<file path="src/rtl/hazard_ctrl_pkg.sv">
// Shared CPU definitions for pipeline hazard control: FSM encodings,
// multiply latency default and the per-stage control bundle.
package hazard_ctrl_pkg;

    localparam logic [1:0] ST_RUN      = 2'b00;
    localparam logic [1:0] ST_MEM_WAIT = 2'b01;
    localparam logic [1:0] ST_MUL_WAIT = 2'b10;
    localparam logic [1:0] ST_INIT     = 2'b11;

    localparam int unsigned MUL_LAT_DEFAULT = 4;

    typedef struct packed {
        logic f;
        logic d;
        logic e;
        logic m;
        logic w;
    } stage_ctrl_t;

    // A load in EX feeding either source of the ID instruction; x0 never hazards.
    function automatic logic load_use_hit(
        input logic       mem_read,
        input logic [4:0] rd,
        input logic [4:0] rs1,
        input logic [4:0] rs2
    );
        return mem_read && (rd != 5'd0) && ((rd == rs1) || (rd == rs2));
    endfunction

endpackage

</file>
<file path="src/rtl/hazard_ctrl.sv">
// Pipeline hazard controller: generates per-stage bubble (hold) and flush
// (zero) controls for cache stalls, multi-cycle multiply, redirects and load-use.
module hazard_ctrl
    import hazard_ctrl_pkg::*;
#(
    parameter int unsigned MUL_LAT = MUL_LAT_DEFAULT
) (
    input  logic       clk,
    input  logic       rst_n,
    input  logic [4:0] reg1_srcD,
    input  logic [4:0] reg2_srcD,
    input  logic [4:0] reg_dstE,
    input  logic       mem_readE,
    input  logic       br_takenE,
    input  logic       jalrE,
    input  logic       jalD,
    input  logic       mul_startE,
    input  logic       mem_reqM,
    input  logic       mem_ackM,
    output logic       bubbleF,
    output logic       bubbleD,
    output logic       bubbleE,
    output logic       bubbleM,
    output logic       bubbleW,
    output logic       flushF,
    output logic       flushD,
    output logic       flushE,
    output logic       flushM,
    output logic       flushW
);

    localparam logic [3:0] MUL_CNT_LOAD = 4'(MUL_LAT - 2);

    logic [1:0]  state_q, state_d;
    logic [3:0]  mul_cnt_q, mul_cnt_d;
    stage_ctrl_t bubble, flush;
    logic        freeze;

    always_comb begin
        state_d   = state_q;
        mul_cnt_d = mul_cnt_q;
        bubble    = '0;
        flush     = '0;

        freeze = (((state_q == ST_RUN) || (state_q == ST_MUL_WAIT)) && mem_reqM && !mem_ackM)
              || ((state_q == ST_MEM_WAIT) && !mem_ackM);

        if (state_q == ST_INIT) begin
            flush   = '1;
            state_d = ST_RUN;
        end else if (freeze) begin
            // Freeze holds every stage; MUL_WAIT stays put with mul_cnt paused.
            bubble = '1;
            if (state_q == ST_RUN) begin
                state_d = ST_MEM_WAIT;
            end
        end else begin
            case (state_q)
                ST_MEM_WAIT: state_d = ST_RUN;
                ST_MUL_WAIT: begin
                    // Held through the mul_cnt==0 cycle; released once back in RUN.
                    bubble.f = 1'b1;
                    bubble.d = 1'b1;
                    bubble.e = 1'b1;
                    flush.m  = 1'b1;
                    if (mul_cnt_q == 4'd0) begin
                        state_d = ST_RUN;
                    end else begin
                        mul_cnt_d = mul_cnt_q - 4'd1;
                    end
                end
                default: begin
                    if (mul_startE) begin
                        state_d   = ST_MUL_WAIT;
                        mul_cnt_d = MUL_CNT_LOAD;
                    end
                    if (br_takenE || jalrE) begin
                        flush.d = 1'b1;
                        flush.e = 1'b1;
                    end else if (load_use_hit(mem_readE, reg_dstE, reg1_srcD, reg2_srcD)) begin
                        bubble.f = 1'b1;
                        bubble.d = 1'b1;
                        flush.e  = 1'b1;
                    end else if (jalD) begin
                        flush.d = 1'b1;
                    end
                end
            endcase
        end
    end

    always_ff @(posedge clk or negedge rst_n) begin
        if (!rst_n) begin
            state_q   <= ST_INIT;
            mul_cnt_q <= '0;
        end else begin
            state_q   <= state_d;
            mul_cnt_q <= mul_cnt_d;
        end
    end

    assign bubbleF = bubble.f;
    assign bubbleD = bubble.d;
    assign bubbleE = bubble.e;
    assign bubbleM = bubble.m;
    assign bubbleW = bubble.w;
    assign flushF  = flush.f;
    assign flushD  = flush.d;
    assign flushE  = flush.e;
    assign flushM  = flush.m;
    assign flushW  = flush.w;

endmodule

</file>
<file path="config.mk">
export PLATFORM = sky130hd
export DESIGN_NAME = hazard_ctrl
export DESIGN_NICKNAME = d
export VERILOG_FILES = /design/src/rtl/hazard_ctrl_pkg.sv /design/src/rtl/hazard_ctrl.sv
export SDC_FILE = /design/constraint.sdc
export NUM_CORES = 1
export LEC_CHECK = 0
export ABC_AREA = 0
export BUFFER_PORTS_ARGS = -buffer_cell sky130_fd_sc_hd__buf_4
export CORE_MARGIN = 3
export CORE_UTILIZATION = 40
export CTS_CLUSTER_DIAMETER = 200
export DETAILED_ROUTE_END_ITERATION = 6
export PLACE_DENSITY = 0.75
export SYNTH_ARGS = -nofsm -noshare
export SYNTH_HDL_FRONTEND = slang
export SYNTH_SLANG_ARGS = --single-unit
</file>
<file path="constraint.sdc">
create_clock -name clk -period 1.8 [get_ports clk]
set_input_delay 0.18 -clock clk [delete_from_list [all_inputs] [get_ports clk]]
set_output_delay 0.18 -clock clk [all_outputs]
set_load 0.02 [all_outputs]
</file>
Word level (Yosys, flattened, before mapping)
Cells that the tools add are included.
{ "word_totals": {"reg_bits": 6, "word_cells": 56} }
{ "classes": {"addsub": 1, "eq_ne": 8, "muxes": 24, "n_bitwise": 3, "reduce_logical": 18} }
{ "ops": {"columns": ["op", "count"], "rows": [
  ["2-bit two-way mux", 10],
  ["5-bit equality test", 2],
  ["5-bit nonzero test", 2],
  ["3-bit two-way mux", 3],
  ["4-bit two-way mux", 2],
  ["2-bit one-hot mux with 2 select lines", 2],
  ["4-bit one-hot mux with 2 select lines", 1],
  ["1-bit logical AND", 5],
  ["1-bit two-way mux", 5],
  ["5-bit two-way mux", 1],
  ["5-bit AND reduction", 1],
  ["2-bit equality test, second input constant", 2],
  ["4-bit zero test", 1],
  ["1-bit logical OR", 4],
  ["4-bit by 2-bit inequality test with 1-bit output, second input constant", 1],
  ["4-bit by 1-bit subtractor with 4-bit output, second input constant", 1],
  ["3-bit by 1-bit inequality test with 1-bit output, second input constant", 1],
  ["1-bit NOT", 3],
  ["3-bit AND reduction", 1],
  ["2-bit by 1-bit equality test with 1-bit output, second input constant", 1],
  ["2-bit zero test", 1],
  ["2-bit inequality test, second input constant", 1],
  ["2-bit nonzero test", 1],
  ["2-bit OR reduction", 1],
  ["1-bit zero test", 1]
]} }

Logic depth before layout (Yosys ltp)
{ "depth": {"depth_word": 8, "ltp_mapped": 7, "depth_no_buf": 7} }

Worst setup path before layout
No wires, ideal clock.
{ "synth_path": {"kind": "reg2out", "start": "reg state_q[0]", "end": "out bubbleF", "arrival_ps": 1897, "required_time_ps": 1620, "setup_slack_ps": -277, "path_stages_with_launch": 7, "path_buffers": 1, "cell_sequence": "dfstp_2 inv_1 ha_1 nor4_1 a22oi_1 a21oi_1 buf_4"} }
{ "synth_via": {"elab_chain_cells": 7, "elab_cells_between_ends": 12, "cone_classes": "eq/ne (3); mux (3); reduce/logical (6)"} }
{ "synth_rtl": {"columns": ["element", "line_no", "source"], "rows": [
  ["start: declaration", "hazard_ctrl.sv:34", "logic [1:0] state_q, state_d;"],
  ["start signal: assignment", "hazard_ctrl.sv:97", "state_q <= state_d;"],
  ["2-bit equality test or 2-bit zero test (tied branches)", "hazard_ctrl.sv:45, hazard_ctrl.sv:58", null],
  ["1-bit logical OR", "hazard_ctrl.sv:45", "freeze = (((state_q == ST_RUN) || (state_q == ST_MUL_WAIT)) && mem_reqM && !mem_ackM)"],
  ["1-bit logical AND (2 in a row)", "hazard_ctrl.sv:45", null],
  ["1-bit logical OR", "hazard_ctrl.sv:46", "|| ((state_q == ST_MEM_WAIT) && !mem_ackM);"],
  ["3-bit two-way mux", "hazard_ctrl.sv:51", "end else if (freeze) begin"],
  ["5-bit two-way mux (*)", "hazard_ctrl.sv:48", "if (state_q == ST_INIT) begin"],
  ["end: declaration", "hazard_ctrl.sv:20", "output logic bubbleF,"]
]} }
Every way passes the cells marked *; elsewhere a longest branch is shown, timed or not.

Final worst setup path
{ "layout_path": {"start": "reg state_q[1]", "end": "out flushD"} }
{ "layout_via": {"elab_chain_cells": 7, "elab_cells_between_ends": 13, "cone_classes": "eq/ne (3); mux (3); reduce/logical (7)"} }
{ "layout_rtl": {"columns": ["element", "line_no", "source"], "rows": [
  ["2-bit equality test or 2-bit zero test (tied branches)", "hazard_ctrl.sv:45, hazard_ctrl.sv:58", null],
  ["1-bit logical OR", "hazard_ctrl.sv:45", null],
  ["1-bit logical AND (2 in a row)", "hazard_ctrl.sv:45", null],
  ["1-bit logical OR", "hazard_ctrl.sv:46", null],
  ["3-bit two-way mux", "hazard_ctrl.sv:51", null],
  ["3-bit two-way mux (*)", "hazard_ctrl.sv:48", null],
  ["end: declaration", "hazard_ctrl.sv:26", "output logic flushD,"]
]} }
Marks and branches as above.

==> parameters.txt <==
Parameter                              Value

Outcome
  Result of the run    complete, but fails checks
  Violations in the final reports    negative setup slack

Global route
  Via count of the first global-routing pass    759
  Antenna violations before repair    0
  Remaining global-route overflow    0
  Wire length of the first global-routing pass    3146 µm
  Pin count of the biggest net entering global routing    11
  Global router's overall resource usage    20.06%

Synth
  Share of the yosys chip area belonging to registers    22.89%
  Post-Syn Instances    79
  Share of the synthesized area in the top cell type    17.07%
  Number of storage elements in the synthesis netlist    6
  Syn Std Cell Area    666.9 µm²
  Most used flip-flop cell after synthesis    dfrtp_1
  Proportion of register bits with asynchronous set or reset after synthesis    100.0%
  Library cell with the highest instance count after synthesis    xnor2_1
  Count of different cell masters after synthesis    31
  EDFF count, synth    0
  Synth warnings    0
  Cell types with the highest counts after synthesis    xnor2_1 (13), nor2_1 (9), ha_1 (6), inv_1 (6)
  Net count after synthesis    109
  Top cells by area in the synthesized netlist    xnor2_1 (17%), dfrtp_1 (15%), ha_1 (11%)
  Mean cell area of the mapped netlist    8.442 µm²
  Library cell with the largest summed area after synthesis    xnor2_1

Placed design
  Pre-CTS setup slack    -99.99 ps
  Routability congestion estimate from global placement    0.7797
  Placed Area    0.001005 mm²
  Port bufs    33
  HPWL after DPL    1463 µm

STA
  Worst slew margin    79.36%
  Number of hold violations in the final report    0
  Final critical path time including I/O delays and setup    2066 ps
  RSZ-0062 raised after global routing    true
  Highest attainable clock frequency    483.9 MHz
  Final worst-path setup slack    -266.5 ps
  Worst setup skew after layout    14.35 ps
  Slew of the pin with the lowest slew margin    309.6 ps
  Final max-slew violation count    0
  Final-report setup violation count    13
  Share of the clock period used by the worst path    114.8%

Critical path
  Top cell family by delay on the critical path    compound AO/OA/AOI/OAI gates
  Worst path arrival time    1890 ps
  Crit-path max cell delay    590 ps
  Startpoint type of the worst setup path    flop
  Buf/Inv on CP    1
  Crit path required time    1620 ps
  Endpoint kind of the worst setup timing path    output pin
  Critical-path cell with the highest stage delay    dfstp_2
  Crit-path max FO    3
  Critical Path, Cell by Cell    ha_4 > o21ai_4 > a21oi_2 > nor2_2 > o21a_1 > a311o_2 > buf_6
  Startpoint-to-endpoint class of the critical path    reg2out

Clocking
  Worst-Skew Late Latency    250 ps
  Clock input transition at the sequential cells of the worst setup and hold paths    60 ps
  Clock Sinks    6
  CTS tree    built
  Maximum clock insertion buffer count    2
  Clock Root Buffer    clkbuf_4
  H-tree depth    1
  Num CTS Buffers    3

Finish
  Final antenna diode count    0
  Non-Filler Cell Area, Final    0.001260 mm²
  Share of final-layout standard cells stronger than drive strength 1    59.40%
  Filler instances    97
  Signed area change from the synthesized netlist to the final layout    88.93%
  Nets    164

Power
  Internal power    0.001175 W
  Largest vdd supply drop    0.8832 mV
  Switching Power    0.0009418 W
  Sw Ratio    44.50%
  Share of power burned in the clock network    6.5%
  Combinational fraction of design power    79.9%
  Leakage power total    0.5634 nW
  Power share of the sequential group    13.6%
  Power density over the cells    1680 mW/mm²

Routing
  Detailed-routing iteration count for the pre-antenna-repair pass    4
  Number of remaining DRC errors    0
  Number of vias per cell    5.181
  Total Routed Length    2348 µm
  DRT antenna net count    0
  Via count    772
  Wire length per cell after detailed routing    15.76 µm
  Initial DRC count    13

Die
  Starting Density    43.26%
  Total die area    0.002193 mm²
  Number of top-level pins    34
  Number of rows created at floorplan    14
  Floorplan die width    46.83 µm
  Floorplan die height    46.83 µm
  Area of the core    0.001541 mm²

Hold path
  Worst hold-check path type    in2async

Job
  Max-cap viol count    0
## area by class of cell
class | count | area, µm² | share of cell area, %
multi-input combinational | 63 | 588.1 | 46.67
timing repair buffer | 54 | 445.4 | 35.35
sequential | 6 | 152.6 | 12.12
inverter | 6 | 27.53 | 2.185
clock buffer | 4 | 26.28 | 2.085
tap | 16 | 20.02 | 1.589
## layout by cell type (no fill, tap or decap), types with 4 or more instances in the layout
cell type	count
dfrtp_1	4
buf_4	43
xnor2_1	13
nor2_1	6
nand2_1	5
inv_1	4
a21oi_2	4
buf_6	10
## power by group through the flow
stage                     clock network [W]  registers [W]  logic, W
after floorplan                           0       0.000248  0.000772
after global placement                    0       0.000253   0.00118
after detailed placement                  0       0.000255   0.00121
after CTS                          0.000141       0.000275   0.00142
after global routing               0.000149       0.000294   0.00181
final                              0.000137       0.000287   0.00169
## per-stage QoR
| stage | power, W | cells | TNS [ps] | util, % | hold slack (ps) |
|---|---|---|---|---|---|
| finish | 0.002117 | 149 | -2022 | 81.74 | 309.0 |
| global route | 0.002251 | 149 | -2933 | 81.74 | 314.9 |
| CTS | 0.001835 | 144 | -1786 | 75.24 | 264.1 |
| detailed placement | 0.001464 | 134 | -415.7 | 65.18 | -9.998 |
| global placement | 0.001430 | 134 | -191.9 | 65.18 | -10.83 |
| floorplan | 0.001020 | 79 | -49.88 | - | -115.6 |
## worst paths after layout
path                                     startpoint                       end  slack (ps)  cells past startpoint
max                          state_q[1]$_DFFE_PN1P_                    flushD        -270                      7
min                                           rst_n  mul_cnt_q[0]$_DFFE_PN0P_         310                      2
max reg2reg                  state_q[1]$_DFFE_PN1P_  mul_cnt_q[0]$_DFFE_PN0P_        -150                     10
min reg2reg                mul_cnt_q[3]$_DFFE_PN0P_  mul_cnt_q[3]$_DFFE_PN0P_         580                      2
max in group asynchronous                     rst_n    state_q[0]$_DFFE_PN1P_        1270                      2
min in group clk                         mul_startE    state_q[0]$_DFFE_PN1P_         360                      5
## sequential cells by signal (all words and copies together) (netlist names)
| name | flops |
|---|---|
| state_q | 2 |
| mul_cnt_q | 4 |
## cell families after synthesis
family	synth area share [%]
fa+ha+maj	11.26
buf+inv	7.503
mux	1.501
compound gates	19.70
flops	22.89
xor+xnor	17.07
simple gates	20.08
## what timing repair did
action	in CTS	in global routing
hold buffers	1	0
pin swaps	9	11
hold endpoints to repair	6	0
buffers inserted	5	5
setup endpoints to repair	13	13
gates resized for setup	17	14
## per-layer routing
metal,GRT usage [%],vias up,part of all wire [%]
met5,0,-,0
met4,5.525,0,2.0
met3,4.598,6,5.2
met2,38.75,29,53
met1,21.38,359,40
li1,-,378,-
(Power assumes the default switching activity.)
